==> config.mk <==
export PLATFORM = sky130hd
export DESIGN_NAME = io_bus_master
export DESIGN_NICKNAME = d
export VERILOG_FILES = /design/src/rtl/io_bus_master.sv
export SDC_FILE = /design/constraint.sdc
export NUM_CORES = 1
export LEC_CHECK = 0
export CAP_MARGIN = 20
export CELL_PAD_IN_SITES_DETAIL_PLACEMENT = 1
export CELL_PAD_IN_SITES_GLOBAL_PLACEMENT = 2
export CORE_ASPECT_RATIO = 1.75
export CORE_MARGIN = 2
export CORE_UTILIZATION = 22
export DETAILED_ROUTE_END_ITERATION = 12
export HOLD_SLACK_MARGIN = 0.1
export PLACE_DENSITY_LB_ADDON = 0.1
export SYNTH_ARGS = -nofsm -noshare
export SYNTH_HDL_FRONTEND = slang
export SYNTH_SLANG_ARGS = --single-unit
==> constraint.sdc <==
create_clock -name clk -period 5.4 [get_ports clk]
set_clock_uncertainty 0.2 [all_clocks]
set_input_delay 1.08 -clock clk [delete_from_list [all_inputs] [get_ports clk]]
set_output_delay 1.08 -clock clk [all_outputs]
set_load 0.05 [all_outputs]
==> src/rtl/io_bus_master.sv <==
// Command-driven IO bus master: writes two output registers and performs a
// ready/valid handshake to capture a switch input. Optional poll timeout: IOBM_TIMEOUT_EN.
module io_bus_master #(
    parameter int IN_WIDTH       = 5,
    parameter int TIMEOUT_CYCLES = 1000000
) (
    input  logic        clk,
    input  logic        rst,
    input  logic        req,
    input  logic [1:0]  req_op,
    input  logic [31:0] req_data,
    output logic        busy,
    output logic        done,
    output logic        err,
    output logic [31:0] rdata,
    output logic [7:0]  io_addr,
    output logic [31:0] io_dout,
    output logic        io_we,
    input  logic [31:0] io_din
);

    typedef enum logic [2:0] {
        IDLE, WR, RDY_SET, POLL_V, RD_IN, RDY_CLR, WAIT_VL
    } state_t;

    state_t      state_reg, state_next;
    logic        wr_sel_reg;
    logic [31:0] data_reg;
    logic        done_reg, done_next;
    logic [31:0] rdata_reg;
    logic        timeout;

    if (IN_WIDTH < 1 || IN_WIDTH > 32) begin : g_bad_in_width
        $error("IN_WIDTH must be in 1..32");
    end
    if (TIMEOUT_CYCLES < 1) begin : g_bad_timeout
        $error("TIMEOUT_CYCLES must be at least 1");
    end

    // Bits of io_din above the switch field are never looked at.
    if (IN_WIDTH < 32) begin : g_unused_din
        logic unused_din;
        assign unused_din = &{1'b0, io_din[31:IN_WIDTH]};
    end

    always_ff @(posedge clk or posedge rst) begin
        if (rst) begin
            state_reg  <= IDLE;
            wr_sel_reg <= 1'b0;
            data_reg   <= '0;
            done_reg   <= 1'b0;
            rdata_reg  <= '0;
        end else begin
            state_reg <= state_next;
            done_reg  <= done_next;
            if (state_reg == IDLE && req) begin
                wr_sel_reg <= req_op[0];
                data_reg   <= req_data;
            end
            if (state_reg == RD_IN)
                rdata_reg <= 32'(io_din[IN_WIDTH-1:0]);
        end
    end

    always_comb begin
        state_next = state_reg;
        done_next  = 1'b0;
        io_addr    = 8'h00;
        io_we      = 1'b0;
        io_dout    = '0;
        case (state_reg)
            IDLE: begin
                if (req) begin
                    case (req_op)
                        2'b00, 2'b01: state_next = WR;
                        2'b10:        state_next = RDY_SET;
                        default:      state_next = IDLE;
                    endcase
                end
            end
            WR: begin
                io_we      = 1'b1;
                io_addr    = wr_sel_reg ? 8'h08 : 8'h00;
                io_dout    = data_reg;
                state_next = IDLE;
                done_next  = 1'b1;
            end
            RDY_SET: begin
                io_we      = 1'b1;
                io_addr    = 8'h04;
                io_dout    = 32'd1;
                state_next = POLL_V;
            end
            POLL_V: begin
                io_addr = 8'h10;
                if (io_din[0])
                    state_next = RD_IN;
                else if (timeout)
                    state_next = RDY_CLR;
            end
            RD_IN: begin
                io_addr    = 8'h0C;
                state_next = RDY_CLR;
            end
            RDY_CLR: begin
                io_we      = 1'b1;
                io_addr    = 8'h04;
                state_next = WAIT_VL;
            end
            WAIT_VL: begin
                io_addr = 8'h10;
                if (!io_din[0] || timeout) begin
                    state_next = IDLE;
                    done_next  = 1'b1;
                end
            end
            default: state_next = IDLE;
        endcase
    end

`ifdef IOBM_TIMEOUT_EN
    localparam int             CNT_W    = $clog2(TIMEOUT_CYCLES + 1);
    localparam logic [CNT_W-1:0] CNT_LAST = CNT_W'(TIMEOUT_CYCLES - 1);

    logic [CNT_W-1:0] cnt_reg;
    logic             to_reg;
    logic             err_reg;

    // Counter runs only while dwelling in a poll state; any transition clears it.
    always_ff @(posedge clk or posedge rst) begin
        if (rst)
            cnt_reg <= '0;
        else if ((state_reg == POLL_V || state_reg == WAIT_VL) && state_next == state_reg)
            cnt_reg <= cnt_reg + CNT_W'(1);
        else
            cnt_reg <= '0;
    end

    assign timeout = (cnt_reg == CNT_LAST);

    // to_reg remembers a POLL_V timeout so err lines up with the eventual done.
    always_ff @(posedge clk or posedge rst) begin
        if (rst) begin
            to_reg  <= 1'b0;
            err_reg <= 1'b0;
        end else begin
            err_reg <= done_next && (to_reg || (state_reg == WAIT_VL && io_din[0]));
            if (state_reg == IDLE)
                to_reg <= 1'b0;
            else if (state_reg == POLL_V && !io_din[0] && timeout)
                to_reg <= 1'b1;
        end
    end

    assign err = err_reg;
`else
    assign timeout = 1'b0;
    assign err     = 1'b0;
`endif

    assign busy  = (state_reg != IDLE);
    assign done  = done_reg;
    assign rdata = rdata_reg;

endmodule

After elaboration in Yosys (flattened, before gate mapping) --
Cells that the tools add are included.
Storage, ports and cells: register bits 42, bits of input ports 69, output and inout port bits 76
Cells by class: equal/unequal tests 11, multiplexer cells 11, reduce and logical (&&, ||, !) cells 9
Operator list (number):
- 32-bit case mux with 2 select lines | 1
- 5-bit case mux with 4 select lines | 1
- 3-bit case mux with 6 select lines | 1
- 3-bit equality test, second input constant | 3
- 3-bit two-way mux | 3
- 3-bit by 2-bit equality test with 1-bit output, second input constant | 2
- 2-bit != test, second input constant | 3
- 2-bit OR reduction | 3
- 4-bit two-way mux | 1
- 2-bit case mux with 2 select lines | 1
- 3-bit by 1-bit equality test with 1-bit output, second input constant | 1
- 3-bit zero test | 1
- 3-bit AND reduction | 1
- 3-bit nonzero test | 1
- 3-bit OR reduction | 1
- 2-bit by 1-bit equality test with 1-bit output, second input constant | 1
- 2-bit equality test, second input constant | 1
- 2-bit zero test | 1
- 1-bit two-way mux | 2
- 1-bit case mux with 2 select lines | 1
- 1-bit logical AND | 1

Longest topological paths before layout --
Gate-level depths: netlist of run 1.
depth in word-level cells 5, gate-level depth with buffers 6, gate-level depth less buffers 5

Worst setup path after synthesis of run 1 --
OpenSTA, ideal clock, no wires.
path type reg2out, start register state_reg[1], end output io_addr[2], data arrival time 1.723 ns, path slack 2.397 ns, stages on the path, launching flop included 3, buffers on the path 1, cells stage by stage dfrtp_1 buf_2 o21ai_0
On the way: word-level cells in the longest chain between the ends 3
Ends and longest elaborated chain:
- from (decl) | RTL line 26 | state_t state_reg, state_next;
- from (signal assigned) | RTL line 54 | state_reg <= state_next;
- 3-bit equality test or 3-bit by 2-bit equality test with 1-bit output (tied branches) | RTL line 71 | case (state_reg)
- 2-bit OR reduction (no line)
- 5-bit case mux with 4 select lines * | RTL line 71
- to (decl) | RTL line 16 | output logic [7:0] io_addr,
Every way passes the cells marked *; elsewhere a longest branch is shown, timed or not.

Worst setup path in the final report of run 1 --
start register state_reg[0], end output io_dout[2]
On the way: word-level cells in the longest chain between the ends 2
Ends and longest elaborated chain:
- 3-bit by 2-bit equality test with 1-bit output or 3-bit by 1-bit equality test with 1-bit output (tied branches) | RTL line 71
- 32-bit case mux with 2 select lines * | RTL line 71
- to (decl) | RTL line 17 | output logic [31:0] io_dout,
Marked as above.

==> run_results.csv, run 1 <==
group,metric,value,unit
placement,io_buffers,84,
synthesis,yosysTopAreaCell,"dfrtp_1",
placement,hpwl,4.13,mm
global_route,met3_usage,0.0261,
floorplanning,io_pins,145,
global_route,grt_first_pass_wirelength,8.80,mm
clock_tree,cts_sinks,42,
critical_path,cp.arrival,2.57,ns
run_status,status,"finished, final reports clean",
final_layout,layout_common_cells,"clkdlybuf4s50_1, dfrtp_1, mux2_2",
clock_tree,cts_buffers,5,
final_layout,largest_register_ffs,32,
clock_tree,post_cts_buffers,0,
timing,hold_viol,0,
timing,fin_crit_sh,0.713,
global_route,grt_overflow,0,
final_layout,layout_commonest_cell,"clkdlybuf4s50_1",
clock_tree,cts_tree,"yes",
synthesis,synth-seq-area-share,0.463,
pwr,switching_share,0.439,
job,max_cap_viol_count,0,
placement,gp_congestion,0.686,
timing,relSlewSlack,0.639,
route,viasPerCell,3.94,
floorplanning,die_h,138,µm
pwr,p_seq_frac,0.296,
critical_path,critical_path_required,4.12,ns
global_route,antenna_found_initial,0,
global_route,met2_usage,0.189,
pwr,pwr-share-comb,0.548,
hold_path,hold_path_class,"reg2reg",
route,drc,0,
final_layout,areaGrowthSynthToFinish,43.6,%
synthesis,ys_seq_elements,42,
timing,tightestPinTransition,0.541,ns
timing,fmaxAchievable,260,MHz
floorplanning,initial_core_util,0.223,
global_route,grt_pass1_vias,1601,
floorplanning,core-area,10200,µm²
pwr,p_per_area,597,nW/µm²
final_layout,antennaDiodeCount,0,
route,dr.pass1.iters,3,
critical_path,end_kind,"primary output",
critical_path,critPathKind,"reg2out",
clock_tree,cts.clk_slew.worst_paths,0.06,ns
timing,rsz0062_at_grt,"no",
timing,finalSetupTns,0,ns
global_route,top_usage_layer,"met2",
critical_path,start_kind,"flop",
synthesis,synth_cells,194,
final_layout,final_util,0.320,
synthesis,synthDominantCellAreaShare,0.463,
synthesis,synth_area_leaders,"dfrtp_1, mux2_2, buf_4",
pwr,clockPowerShare,0.156,
timing,period_needed,3.85,ns
critical_path,worstPathMaxFanout,33,
clock_tree,root_buffer,"clkbuf_16",
final_layout,layout-drive-gt1-share,0.190,
pwr,ir_worst_vdd,0.219,mV
route,num_vias,1600,
route,wirelength,5.89,mm
synthesis,mappedNetlistArea,2270,µm²
floorplanning,dieArea,11200,µm²
global_route,grtUsageMet1,0.117,
floorplanning,rows,49,
pwr,p_sw,854,µW
final_layout,finalNetCount,348,
timing,maxSlewViolCount,0,
route,antenna_left,0,
pwr,p_int,1.09,mW
clock_tree,ctsResizeCount,0,
synthesis,yosysUniqueCellTypes,32,
synthesis,syn_area_per_cell,11.7,µm²
route,drt_iter0_drc,57,
clock_tree,h-tree-depth,2,
route,wl_per_cell,14.5,µm
clock_tree,clk_path_buf_depth,2,
pwr,leakage,1.37,nW
floorplanning,die_x,80.8,µm
global_route,grt_use_total,0.107,
timing,setup_viol,0,
global_route,grt_max_degree,43,
clock_tree,clkLatencyLatePin,0.28,ns
synthesis,yosysWarnings,0,
clock_tree,cts.hold.buffers_added,0,
area by class of cell:
class / count / area, µm²
clock inverter: 1 / 5.00
clock buffer: 7 / 143
fill: 1192 / 6920
tap: 127 / 159
inverter: 4 / 15.0
timing repair buffer: 87 / 876
multi-input combinational: 138 / 1010
sequential: 42 / 1050
cell usage after synthesis:
cell / count
clkbuf_1: 3
o31a_1: 1
buf_2: 1
dfrtp_1: 42
and3b_1: 1
buf_6: 4
a22oi_1: 1
and2_1: 31
nor3_4: 2
o21ai_0: 2
o32a_1: 1
o22ai_1: 1
nand3_1: 1
nor2b_1: 2
nand2b_1: 2
xnor2_1: 1
nand4b_1: 1
conb_1: 1
nand2_1: 6
mux2_1: 1
mux2_2: 37
inv_1: 4
a21o_1: 1
nor2_1: 5
buf_4: 34
ha_1: 1
a31o_2: 1
mux2i_1: 2
a32o_1: 1
nand2b_4: 1
a221o_1: 1
a21oi_1: 1
stage by stage:
step	worst slack [ns]	total power [mW]	hold WS, ns	instances	area, µm²
after floorplan	2.40	1.38	0.249	226	2390
after global placement	1.77	1.66	0.265	397	3090
after detailed placement	1.78	1.67	0.282	397	3090
after CTS	1.46	1.99	0.297	405	3240
after global routing	1.34	2.07	0.310	406	3260
final	1.55	1.95	0.293	406	3260
power groups by stage:
stage	registers, mW	logic (mW)	clock network, mW
after global placement	0.580	1.08	0
after CTS	0.580	1.09	0.325
final	0.576	1.07	0.304
after floorplan	0.616	0.762	0
after detailed placement	0.586	1.08	0
after global routing	0.602	1.13	0.334
layer usage:
layer / up-vias / part of all wire / routed length (µm)
met5: - / 0 / 0
met3: 5 / 0.062 / 367
met4: 0 / 0.020 / 119
met1: 788 / 0.37 / 2170
met2: 65 / 0.55 / 3230
li1: 742 / - / -
kinds of logic (layout without fill, tap and decap cells):
logic type | Yosys count | in the layout | share of synthesized area
buffers and inverters | 46 | 99 | 0.146
muxes | 40 | 40 | 0.197
and+or+nand+nor | 52 | 52 | 0.145
adders and majority gates | 1 | 1 | 0.00551
xor gates and xnor gates | 1 | 1 | 0.00386
other | 1 | 33 | 0.00165
AOI/OAI and AO/OA | 11 | 11 | 0.0370
DFF | 42 | 42 | 0.463
worst max-delay path, stage by stage, from the launching register on:
cell and delay, ns:
dfrtp_1 0.68, nand2b_1 0.16, nor2_2 0.10, buf_4 0.32, and2_1 0.18, clkdlybuf4s50_1 0.82
final timing paths:
path	slack, ns	from	to	cells past startpoint
max	1.55	state_reg[0]$_DFFE_PP0P_	io_dout[2]	5
max in group asynchronous	3.62	rst	data_reg[15]$_DFFE_PP0P_	3
max reg2reg	3.28	state_reg[1]$_DFFE_PP0P_	state_reg[2]$_DFFE_PP0P_	5
min reg2reg	0.29	data_reg[22]$_DFFE_PP0P_	data_reg[22]$_DFFE_PP0P_	1
min in group asynchronous	0.89	rst	data_reg[4]$_DFFE_PP0P_	2
min	0.29	data_reg[22]$_DFFE_PP0P_	data_reg[22]$_DFFE_PP0P_	1
Power figures use the tool's default switching activity.
==> run 2, diff against run 1 <==
--- a/config.mk
+++ b/config.mk
@@ -10,7 +10,7 @@
 export CELL_PAD_IN_SITES_GLOBAL_PLACEMENT = 2
 export CORE_ASPECT_RATIO = 1.75
 export CORE_MARGIN = 2
-export CORE_UTILIZATION = 22
+export CORE_UTILIZATION = 21
 export DETAILED_ROUTE_END_ITERATION = 12
 export HOLD_SLACK_MARGIN = 0.1
 export PLACE_DENSITY_LB_ADDON = 0.1
==> constraint.sdc (replaced) <==
create_clock -name clk -period 3.81 [get_ports clk]
set_clock_uncertainty 0.2 [all_clocks]
set_input_delay 0.762 -clock clk [delete_from_list [all_inputs] [get_ports clk]]
set_output_delay 0.762 -clock clk [all_outputs]
set_load 0.05 [all_outputs]
==> run 2 against run 1 <==
Non-clock buffer count grew 4. Wire length grew 1.9%. Combinational power grew 47%. Worst setup slack lost 0.92 ns. Sequential share of layout area shrank 0.23 points. Global-route usage grew 0.11 points. Count of clock-buffer cells in the layout is the same. Via count grew 2.4%. Die area grew 4.6%. Cell area grew 0.73%. Core utilization shrank 1.2 points. Final cell count grew 1.7%. Critical endpoint is now io_dout[21].
==> run_results.csv, run 2 (synthesized netlist as in run 1, its figures left out) <==
group,metric,value,unit
run_status,status,"finished, final reports clean",
clock_tree,ctsResizeCount,0,
placement,gp_congestion,0.669,
critical_path,max_stage_delay,0.83,ns
critical_path,start_kind,"flop",
timing,period_needed,3.18,ns
clock_tree,cts.clk_slew.worst_paths,0.06,ns
timing,rsz0062_at_grt,"no",
clock_tree,cts.hold.buffers_added,0,
pwr,ir_worst_vdd,0.260,mV
timing,fin_crit_sh,0.834,
clock_tree,post_cts_buffers,0,
clock_tree,h-tree-depth,2,
floorplanning,dieArea,11700,µm²
route,num_vias,1638,
critical_path,path_cells,"nand2b_1 > nor2_2 > buf_4 > and2_1 > clkdlybuf4s50_1",
route,wirelength,6.00,mm
floorplanning,die_x,82.6,µm
pwr,p_total,2.79,mW
critical_path,cp.arrival,2.21,ns
route,drt_iter0_drc,39,
clock_tree,cts_sinks,42,
route,antenna_left,0,
global_route,grt_use_total,0.108,
timing,fin_hold_ws,0.293,ns
pwr,p_per_area,850,nW/µm²
critical_path,end_kind,"primary output",
route,dr.pass1.iters,4,
final_layout,layout_common_cells,"clkdlybuf4s50_1, dfrtp_1, mux2_2",
timing,setup_viol,0,
global_route,grt_pass1_vias,1714,
critical_path,r2r_start,"state_reg[2]$_DFFE_PP0P_",
final_layout,layout-drive-gt1-share,0.216,
critical_path,critPathKind,"reg2out",
floorplanning,rows,50,
final_layout,largest_register_ffs,32,
final_layout,stdcell_area,3280,µm²
route,viasPerCell,3.97,
job,max_cap_viol_count,0,
floorplanning,core-area,10600,µm²
timing,tightestPinTransition,0.619,ns
critical_path,worstPathMaxFanout,21,
pwr,leakage,1.39,nW
final_layout,final_util,0.308,
clock_tree,clkLatencyLatePin,0.28,ns
final_layout,finalNetCount,352,
critical_path,critical_path_required,2.85,ns
timing,hold_viol,0,
critical_path,startpoint,"state_reg[1]$_DFFE_PP0P_",
route,wl_per_cell,14.5,µm
placement,hpwl,4.40,mm
final_layout,areaGrowthSynthToFinish,44.6,%
floorplanning,die_h,141,µm
timing,maxSlewViolCount,0,
route,drc,0,
final_layout,layout_commonest_cell,"clkdlybuf4s50_1",
final_layout,fillers,1224,
hold_path,hold_path_class,"reg2reg",
critical_path,crit_slowest_cell,"clkdlybuf4s50_1",
timing,finalSetupTns,0,ns
timing,relSlewSlack,0.586,
clock_tree,clk_path_buf_depth,2,
placement,io_buffers,84,
floorplanning,initial_core_util,0.213,
global_route,grt_first_pass_wirelength,9.24,mm
clock_tree,cts_tree,"yes",
final_layout,antennaDiodeCount,0,
floorplanning,io_pins,145,
global_route,grt_max_degree,43,
global_route,antenna_found_initial,0,
clock_tree,root_buffer,"clkbuf_16",
clock_tree,cts_buffers,5,
timing,fmaxAchievable,315,MHz
global_route,grt_overflow,0,
hold_path,worstHoldStart,"data_reg[22]$_DFFE_PP0P_",
placement,placed_area,3110,µm²
run 2: final timing paths:
path	endpoint	slack, ns	depth (start not counted)
setup / recovery	io_dout[21]	0.63	5
hold / removal	data_reg[22]$_DFFE_PP0P_	0.29	1
setup reg to reg	data_reg[19]$_DFFE_PP0P_	1.59	4
hold reg to reg	data_reg[22]$_DFFE_PP0P_	0.29	1
max in group asynchronous	data_reg[15]$_DFFE_PP0P_	2.42	3
min in group asynchronous	data_reg[6]$_DFFE_PP0P_	0.52	2
run 2: critical path: cells and delay by family, from the launching register on:
family | cells | cell delay [ns]
buffers and inverters | 2 | 1.08
AND/OR/NAND/NOR | 3 | 0.47
flip-flops | 1 | 0.37
run 2: final cells by class:
| cell class | instances | area [µm²] | area share |
|---|---|---|---|
| Clock inverter | 1 | 5.00 | 0.00153 |
| Multi-Input combinational cell | 138 | 1010 | 0.307 |
| Clock buffer | 7 | 143 | 0.0435 |
| Tap cell | 130 | 163 | 0.0496 |
| Sequential cell | 42 | 1050 | 0.320 |
| Timing Repair Buffer | 91 | 896 | 0.273 |
| Inverter | 4 | 15.0 | 0.00458 |
run 2: metal layers:
layer | vias up | global-route usage | wire (µm)
met3 | 5 | 0.0229 | 335
met5 | - | 0 | 0
li1 | 752 | - | -
met2 | 71 | 0.197 | 3340
met4 | 0 | 0.0492 | 133
met1 | 810 | 0.114 | 2190
run 2: power by group:
part	internal [mW]	switching, mW
Combinational	0.631	0.943
Clock	0.260	0.173
Sequential	0.674	0.107
Total	1.57	1.22
run 2: metrics by stage:
stage,worst slack [ns],instances
4_1_cts,0.563,412
3_5_place_dp,0.850,404
5_1_grt,0.498,413
3_3_place_gp,0.849,404
2_1_floorplan,1.13,226
6_report,0.633,413
==> run 3, diff against run 2 <==
--- a/config.mk
+++ b/config.mk
@@ -10,7 +10,7 @@
 export CELL_PAD_IN_SITES_GLOBAL_PLACEMENT = 2
 export CORE_ASPECT_RATIO = 1.75
 export CORE_MARGIN = 2
-export CORE_UTILIZATION = 21
+export CORE_UTILIZATION = 19
 export DETAILED_ROUTE_END_ITERATION = 12
 export HOLD_SLACK_MARGIN = 0.1
 export PLACE_DENSITY_LB_ADDON = 0.1
==> constraint.sdc (replaced) <==
create_clock -name clk -period 2.7 [get_ports clk]
set_clock_uncertainty 0.2 [all_clocks]
set_input_delay 0.54 -clock clk [delete_from_list [all_inputs] [get_ports clk]]
set_output_delay 0.54 -clock clk [all_outputs]
set_load 0.05 [all_outputs]
==> run 3 against run 2 <==
Cell area up 10%. Final cell count up 1.2%. Total power up 52%. Wire length up 6.9%. Largest power group unchanged. Die area up 10%. Non-clock buffer count unchanged. Sequential share of layout area down 2.9 points.
==> run_results.csv, run 3 (synthesized netlist as in run 1, its figures left out) <==
group,metric,value,unit
route,wl_per_cell,15.3,µm
critical_path,start_kind,"flop",
pwr,leakage,1.55,nW
final_layout,final_util,0.312,
route,dr.pass1.iters,4,
global_route,grt_max_degree,24,
critical_path,cp.arrival,1.66,ns
final_layout,stdcell_area,3610,µm²
job,max_cap_viol_count,0,
floorplanning,initial_core_util,0.196,
global_route,antenna_found_initial,0,
final_layout,finalNetCount,352,
timing,finalSetupTns,0,ns
clock_tree,cts_tree,"yes",
timing,period_needed,2.40,ns
floorplanning,dieArea,12900,µm²
hold_path,hold_path_class,"reg2reg",
timing,fmaxAchievable,417,MHz
timing,tightestPinTransition,0.512,ns
floorplanning,io_pins,145,
pwr,switching_share,0.428,
placement,io_buffers,84,
timing,setup_viol,0,
clock_tree,ctsResizeCount,0,
final_layout,layout_common_cells,"clkdlybuf4s50_1, dfrtp_1, mux2_2",
pwr,p_seq_frac,0.261,
clock_tree,cts.clk_slew.worst_paths,0.06,ns
run_status,status,"finished, final reports clean",
global_route,grt_first_pass_wirelength,10.1,mm
timing,hold_viol,0,
route,antenna_left,0,
timing,relSlewSlack,0.657,
clock_tree,cts_buffers,5,
placement,hpwl,4.86,mm
pwr,pwr-share-comb,0.591,
clock_tree,cts_sinks,42,
floorplanning,die_x,86.6,µm
placement,placed_area,3460,µm²
clock_tree,h-tree-depth,2,
final_layout,areaGrowthSynthToFinish,59.1,%
route,viasPerCell,3.88,
placement,gp_congestion,0.683,
pwr,p_int,2.42,mW
clock_tree,post_cts_buffers,0,
timing,fin_crit_sh,0.889,
route,drt_iter0_drc,36,
pwr,p_total,4.23,mW
timing,maxSlewViolCount,0,
final_layout,layout_commonest_cell,"clkdlybuf4s50_1",
critical_path,worstPathMaxFanout,10,
floorplanning,die_h,149,µm
final_layout,largest_register_ffs,32,
critical_path,end_kind,"primary output",
pwr,p_per_area,1170,nW/µm²
pwr,clockPowerShare,0.148,
timing,rsz0062_at_grt,"no",
final_layout,layoutNonFillerInstCount,418,
final_layout,layout-drive-gt1-share,0.336,
global_route,grt_use_total,0.105,
clock_tree,clk_path_buf_depth,2,
clock_tree,clkLatencyLatePin,0.28,ns
clock_tree,cts.hold.buffers_added,0,
route,drc,0,
route,wirelength,6.41,mm
global_route,grt_overflow,0,
floorplanning,core-area,11600,µm²
critical_path,critPathKind,"reg2out",
critical_path,critical_path_required,1.96,ns
clock_tree,root_buffer,"clkbuf_16",
pwr,p_sw,1.81,mW
global_route,grt_pass1_vias,1735,
floorplanning,rows,52,
final_layout,antennaDiodeCount,0,
pwr,ir_worst_vdd,0.338,mV
placement,dp.cells,410,
route,num_vias,1622,
run 3: cell count changes in the layout (fill, tap and decap cells not counted), sizes merged:
cell           before  now
buf                11   44
clkdlybuf4s50      80   47
clkinvlp            0    1
clkbuf              7    6
run 3: cell type report:
class / count / area [µm²]
sequential: 42 / 1050
fill: 1277 / 7970
multi-input combinational: 138 / 1010
clock inverter: 2 / 12.5
inverter: 4 / 15.0
clock buffer: 6 / 139
tap: 135 / 169
timing repair buffer: 91 / 1210
run 3: final timing paths:
path | startpoint | end | slack, ns | depth (start not counted)
min in group asynchronous | rst | data_reg[3]$_DFFE_PP0P_ | 0.40 | 2
min reg2reg | data_reg[22]$_DFFE_PP0P_ | data_reg[22]$_DFFE_PP0P_ | 0.29 | 1
max in group asynchronous | rst | state_reg[1]$_DFFE_PP0P_ | 1.37 | 3
max | state_reg[2]$_DFFE_PP0P_ | io_addr[3] | 0.30 | 4
max reg2reg | state_reg[1]$_DFFE_PP0P_ | state_reg[2]$_DFFE_PP0P_ | 0.76 | 6
min | data_reg[22]$_DFFE_PP0P_ | data_reg[22]$_DFFE_PP0P_ | 0.29 | 1
run 3: metrics by stage:
| step | hold slack, ns | setup slack (ns) |
|---|---|---|
| after floorplan | 0.249 | 0.237 |
| final | 0.288 | 0.301 |
| after global placement | 0.266 | 0.349 |
| after global routing | 0.317 | 0.141 |
| after detailed placement | 0.276 | 0.359 |
| after CTS | 0.292 | 0.259 |
run 3: worst max-delay path: stages, from the launching register on:
cell     delay (ns)
dfrtp_1        0.54
inv_1          0.23
nor3_4         0.30
a21o_1         0.17
buf_12         0.14
run 3: metal layers:
layer	routed length (µm)	share of wire	track usage	vias to the layer above
met5	0	0	0	-
met4	131	0.020	0.0492	0
met3	381	0.059	0.0222	6
met2	3610	0.56	0.188	66
met1	2290	0.36	0.116	800
li1	-	-	-	750
run 3: power groups by stage:
| stage | sequential [mW] | clock, mW | combinational [mW] |
|---|---|---|---|
| 5_1_grt | 1.16 | 0.682 | 2.66 |
| 3_5_place_dp | 1.12 | 0 | 2.55 |
| 2_1_floorplan | 1.23 | 0 | 1.52 |
| 3_3_place_gp | 1.11 | 0 | 2.54 |
| 4_1_cts | 1.11 | 0.663 | 2.55 |
| 6_report | 1.10 | 0.627 | 2.50 |
